### config.mk
export PLATFORM = sky130hd
export DESIGN_NAME = broadcast_filter_requester
export DESIGN_NICKNAME = d
export VERILOG_FILES = /design/src/rtl/broadcast_filter_requester.sv
export SDC_FILE = /design/constraint.sdc
export NUM_CORES = 1
export LEC_CHECK = 0
export CAP_MARGIN = 20
export CORE_ASPECT_RATIO = 1.4
export CORE_MARGIN = 2
export CORE_UTILIZATION = 40
export CTS_CLUSTER_SIZE = 12
export DETAILED_ROUTE_END_ITERATION = 10
export HOLD_SLACK_MARGIN = 0.12
export MAX_ROUTING_LAYER = met4
export PLACE_DENSITY_LB_ADDON = 0.12
export RECOVER_POWER = 50
export SLEW_MARGIN = 30
export SYNTH_ARGS = -nofsm -noshare
export SYNTH_HDL_FRONTEND = slang
export SYNTH_SLANG_ARGS = --single-unit
export TNS_END_PERCENT = 5
### constraint.sdc
create_clock -name clock -period 4 [get_ports clock]
set_input_delay 0.8 -clock clock [delete_from_list [all_inputs] [get_ports clock]]
set_output_delay 0.8 -clock clock [all_outputs]
set_load 0.005 [all_outputs]
### src/rtl/broadcast_filter_requester.sv
// broadcast_filter_requester
//
// Takes one allocation at a time from an MSHR, asks the snoop filter which
// clients may hold the line, probes every client that is not the requester,
// waits for all probe acks, then reports completion for that MSHR.
//
// Handshakes: a transfer happens on a rising clock edge where valid and ready
// are both high. valid/ready outputs depend only on registered state, and
// payload outputs stay stable while their valid is high and not yet accepted.
//
// Ports
//   clock, reset              single clock, synchronous active-high reset
//   io_alloc_*                allocation request (mshr, address, requester OH, needT)
//   io_request_*              lookup request to the filter (latched alloc fields)
//   io_response_*             filter answer (allocOH = clients that do NOT need a probe)
//   io_probe_*                one probe per client: index, address, toN
//   io_probeack_valid         probe ack, always accepted, at most one per cycle
//   io_done_*                 completion for the latched mshr
//   io_error                  sticky: filter echo mismatch or unexpected ack
//   dbg_state                 current FSM state, for observation only
module broadcast_filter_requester #(
  parameter  int CLIENTS  = 2,
  parameter  int MAX_PEND = 3,
  localparam int CW       = (CLIENTS > 1) ? $clog2(CLIENTS) : 1,
  localparam int PW       = $clog2(MAX_PEND + 1)
) (
  input  logic               clock,
  input  logic               reset,

  output logic               io_alloc_ready,
  input  logic               io_alloc_valid,
  input  logic [1:0]         io_alloc_bits_mshr,
  input  logic [25:0]        io_alloc_bits_address,
  input  logic [CLIENTS-1:0] io_alloc_bits_allocOH,
  input  logic               io_alloc_bits_needT,

  output logic               io_request_valid,
  input  logic               io_request_ready,
  output logic [1:0]         io_request_bits_mshr,
  output logic [25:0]        io_request_bits_address,
  output logic [CLIENTS-1:0] io_request_bits_allocOH,
  output logic               io_request_bits_needT,

  output logic               io_response_ready,
  input  logic               io_response_valid,
  input  logic [1:0]         io_response_bits_mshr,
  input  logic [25:0]        io_response_bits_address,
  input  logic [CLIENTS-1:0] io_response_bits_allocOH,
  input  logic               io_response_bits_needT,

  output logic               io_probe_valid,
  input  logic               io_probe_ready,
  output logic [CW-1:0]      io_probe_bits_client,
  output logic [25:0]        io_probe_bits_address,
  output logic               io_probe_bits_toN,

  input  logic               io_probeack_valid,

  output logic               io_done_valid,
  input  logic               io_done_ready,
  output logic [1:0]         io_done_bits_mshr,
  output logic               io_error,

  output logic [2:0]         dbg_state
);

  typedef enum logic [2:0] {
    S_IDLE  = 3'd0,
    S_REQ   = 3'd1,
    S_RESP  = 3'd2,
    S_PROBE = 3'd3,
    S_ACK   = 3'd4,
    S_DONE  = 3'd5
  } state_t;

  localparam logic [PW-1:0] PEND_MAX = PW'(MAX_PEND);

  state_t             state_q, state_d;
  logic [1:0]         mshr_q;
  logic [25:0]        addr_q;
  logic [CLIENTS-1:0] alloc_oh_q;
  logic               need_t_q;
  logic [CLIENTS-1:0] mask_q;
  logic [PW-1:0]      pend_q, pend_d;
  logic               error_q;

  logic               alloc_fire, request_fire, response_fire, probe_fire, done_fire;
  logic               stray_ack, echo_mismatch;
  logic [CW-1:0]      probe_idx;
  logic [CLIENTS-1:0] probe_bit, mask_left, resp_mask;

  // Handshake outputs are pure functions of the registered state, so exactly
  // one (or none, in ACK / throttled PROBE) is high at a time.
  assign io_alloc_ready    = (state_q == S_IDLE);
  assign io_request_valid  = (state_q == S_REQ);
  assign io_response_ready = (state_q == S_RESP);
  assign io_probe_valid    = (state_q == S_PROBE) && (pend_q != PEND_MAX);
  assign io_done_valid     = (state_q == S_DONE);

  assign alloc_fire    = io_alloc_valid    && io_alloc_ready;
  assign request_fire  = io_request_valid  && io_request_ready;
  assign response_fire = io_response_valid && io_response_ready;
  assign probe_fire    = io_probe_valid    && io_probe_ready;
  assign done_fire     = io_done_valid     && io_done_ready;

  assign io_request_bits_mshr    = mshr_q;
  assign io_request_bits_address = addr_q;
  assign io_request_bits_allocOH = alloc_oh_q;
  assign io_request_bits_needT   = need_t_q;
  assign io_probe_bits_client    = probe_idx;
  assign io_probe_bits_address   = addr_q;
  assign io_probe_bits_toN       = need_t_q;
  assign io_done_bits_mshr       = mshr_q;
  assign io_error                = error_q;
  assign dbg_state               = state_q;

  assign resp_mask     = ~io_response_bits_allocOH;
  assign mask_left     = mask_q & ~probe_bit;
  assign echo_mismatch = (io_response_bits_mshr != mshr_q) ||
                         (io_response_bits_address != addr_q);

  // Lowest set mask bit: scanning downwards lets the lowest index win.
  always_comb begin
    probe_idx = '0;
    probe_bit = '0;
    for (int i = CLIENTS - 1; i >= 0; i--) begin
      if (mask_q[i]) begin
        probe_idx    = CW'(i);
        probe_bit    = '0;
        probe_bit[i] = 1'b1;
      end
    end
  end

  // Outstanding probe count. A fire and an ack in the same cycle cancel.
  // An ack with nothing outstanding (and no probe leaving now) is flagged
  // and dropped so the count never wraps.
  always_comb begin
    pend_d    = pend_q;
    stray_ack = 1'b0;
    if (probe_fire && !io_probeack_valid) begin
      pend_d = pend_q + 1'b1;
    end else if (!probe_fire && io_probeack_valid) begin
      if (pend_q == '0) stray_ack = 1'b1;
      else              pend_d    = pend_q - 1'b1;
    end
  end

  always_comb begin
    state_d = state_q;
    case (state_q)
      S_IDLE:  if (alloc_fire)   state_d = S_REQ;
      S_REQ:   if (request_fire) state_d = S_RESP;
      S_RESP:  if (response_fire) state_d = (|resp_mask) ? S_PROBE : S_DONE;
      S_PROBE: begin
        // Skip ACK when the last probe leaves with nothing left outstanding.
        if (probe_fire && (mask_left == '0))
          state_d = (pend_d == '0) ? S_DONE : S_ACK;
      end
      S_ACK:   if (pend_d == '0) state_d = S_DONE;
      S_DONE:  if (done_fire)    state_d = S_IDLE;
      default: state_d = S_IDLE;
    endcase
  end

  always_ff @(posedge clock) begin
    if (reset) begin
      state_q    <= S_IDLE;
      mshr_q     <= '0;
      addr_q     <= '0;
      alloc_oh_q <= '0;
      need_t_q   <= 1'b0;
      mask_q     <= '0;
      pend_q     <= '0;
      error_q    <= 1'b0;
    end else begin
      state_q <= state_d;
      pend_q  <= pend_d;
      if (stray_ack) error_q <= 1'b1;
      if (alloc_fire) begin
        mshr_q     <= io_alloc_bits_mshr;
        addr_q     <= io_alloc_bits_address;
        alloc_oh_q <= io_alloc_bits_allocOH;
        need_t_q   <= io_alloc_bits_needT;
      end
      if (response_fire) begin
        mask_q   <= resp_mask;
        need_t_q <= io_response_bits_needT;
        if (echo_mismatch) error_q <= 1'b1;
      end else if (probe_fire) begin
        mask_q <= mask_left;
      end
    end
  end

endmodule
==> impl_metrics.yaml <==
status:
  status: "completed"
timing:
  hold_slack_ns: 0.4559
  post-route-period-util_pct: 65.36
  fmax_mhz: 382.5
  final-hold-violation-count: 0
  grt_setup_unrepaired: "false"
  worst_pin_slew_ns: 0.9876
  period_minus_slack_ns: 2.614
  maxSlewViolCount: 0
  tns_ns: 0
  relSlewSlack_pct: 34.12
  setup_ws_ns: 1.386
  finClkSkew_ns: 0.002580
  setup_viol: 0
worst_setup_path:
  critical-path-slowest-cell: "dfxtp_1"
  max_stage_delay_ns: 0.63
  r2r_setup_slack_ns: 1.82
  crit_type: "register to output pin"
  r2r-end: "io_probe_bits_address[21]"
  start_kind: "register"
  cp_cell_sequence: "and4bb_4 > clkdlybuf4s50_1"
  rr_worst_depth: 5
  critPathArrivalTime_ns: 1.81
  crit_path_end_kind: "output pin"
  cp.required_ns: 3.20
  regToRegStartpoint: "dbg_state[0]"
  critical_path_peak_fanout: 16
cells_and_area:
  area_growth_pct: 60.03
  regArea_um2: 780.7
  antenna_cells: 0
  drive_above_1_share_pct: 4.404
  mostFrequentLayoutCells: "93 x clkdlybuf4s50_1, 66 x nand2_1, 46 x dlygate4sd3_1"
  fillers: 465
  instances_no_fill: 452
  multiInputGateArea_mm2: 0.001110
  nNetsFinal: 458
  layout_commonest_cell: "clkdlybuf4s50_1"
placement:
  dpl.hpwl_mm: 4.879
  port_buffers: 139
  pre_cts_ws_ns: 1.490
  place_inst: 444
  gp_congestion: 0.8104
clock_tree:
  clock_latency_ns: 0.28
  cts_max_level: 2
  cts_root_buffer: "clkbuf_8"
  cts_resized: 0
  ctsHoldBuffers: 0
  tritoncts: "built"
  clockBufferDepth: 2
  cts_setup_buffers: 0
  path_clk_slew_ns: 0.07
  numClockSinks: 39
  cts_made_buffers: 5
logic_synthesis:
  ys.flop_type: "dfxtp_1"
  synth_edf_count: 0
  synth_cells: 280
  ys_seq_elements: 39
  synthDistinctLibCells: 36
  avgSynthCellArea_um2: 7.816
  syn_area_mm2: 0.002188
  synth_area_leader_cell: "dfxtp_1"
  ys_warn_count: 0
  synthArstFlopShare_pct: 0
  syn_nets: 353
  ys_top_cells_by_area: "dfxtp_1 36%, nand2_1 11%, xor2_1 11%"
  seq_area_frac_synth_pct: 35.68
  synth_top_area_share_pct: 35.68
power:
  pwr_density_cell_mw_per_mm2: 435.9
  irDropWorstVdd_v: 0.0003026
  leakage_nw: 1.475
  p_total_mw: 1.527
floorplan:
  core_mm2: 0.005236
  dieArea_mm2: 0.006087
  initial_core_util_pct: 41.79
  die_y_um: 91.52
  rows: 31
  pin_count: 140
  chipWidth_um: 66.51
route:
  viasPerCell: 4.894
  wl_met1_mm: 2.347
  route.met3.wl_um: 422
  drt_pass1_iterations: 4
  wl_mm: 6.180
  num_vias: 2212
  wl_per_cell_um: 13.67
  ant_nets: 0
  wl_met2_mm: 3.337
  drc: 0
  dr.first_iter.drc_count: 57
  top_layer: "met4"
grt:
  grt-ovfl-total: 0
  grt_pass1_wl_mm: 9.328
  grt_max_degree: 41
  antenna_found_initial: 0
  grt_pass1_vias: 1944
  grtUsageTotal_pct: 20.47
min_path:
  hold_end: "io_request_bits_allocOH[0]"
  hold_class: "register to register"
  hold_depth: 2
  hp-start: "io_request_bits_allocOH[0]"
run:
  max_cap_violations: 0
[worst max-delay path by stage]
stage | slack, ns | from | depth (start not counted) | end
floorplan | 2.31 | pend_q[0] | 2 | io_probe_valid
global route | 1.30 | dbg_state[0] | 2 | io_probe_valid
CTS | 1.40 | dbg_state[0] | 2 | io_probe_valid
detailed placement | 1.49 | io_alloc_valid | 4 | io_probe_bits_toN
global placement | 1.54 | io_alloc_valid | 4 | io_probe_bits_toN
finish | 1.39 | dbg_state[1] | 2 | io_probe_valid
[sequential cells by signal, summed over array words and instances, names as in the netlist]
signal / count
dbg_state: 3
io_done_bits_mshr: 2
io_error: 1
io_probe_bits_address: 26
io_probe_bits_toN: 1
io_request_bits_allocOH: 2
mask_q: 2
pend_q: 2
[routing by layer]
metal  vias up  global-route usage (%)
li1       1109                       -
met1      1009                   22.65
met2        88                   36.25
met3         6                   4.337
met4         0                   5.612
met5         -                       -
[per-stage QoR]
| step | util [%] | instance area [um^2] |
|---|---|---|
| final | 66.88 | 3502 |
| after global routing | 66.88 | 3502 |
| after CTS | 66.83 | 3500 |
| after detailed placement | 64.92 | 3400 |
| after global placement | 64.92 | 3400 |
| after floorplan | - | 2188 |
[cell families after synthesis]
kind of cell               synth area share [%]
AOI/OAI and AO/OA                         14.29
DFF                                       35.68
adders and majority gates                 1.715
buffers and inverters                     13.72
xor gates and xnor gates                  11.61
and+or+nand+nor                           22.98
[critical path, delay by kind of cell (launching register included)]
kind	cells	cell delay, ns
flip-flops	1	0.63
buffers and inverters	1	0.52
AND/OR/NAND/NOR	1	0.37
[power breakdown]
part           switching [mW]  leakage [nW]  internal, mW
logic                   0.277          1.10         0.392
registers               0.109         0.320         0.465
clock network           0.127        0.0515         0.157
[area by class of cell]
cell class | instances | area share, %
clock buffers | 8 | 2.858
inverters | 6 | 0.6431
multi-input cells | 192 | 31.69
flip-flops and latches | 39 | 22.29
well taps | 66 | 2.358
repair buffers | 141 | 40.16
[cells in the mapped netlist (3+ instances only)]
library cell and instances:
inv_1 6, dfxtp_1 39, a21oi_1 34, nand4_1 3, o21ai_0 7, nand2_1 67, buf_2 6, buf_4 29
xor2_1 28, nor2_1 9, nor4_1 7, ha_1 3, clkbuf_1 8
Note: power is estimated with default switching activity, not from simulation.
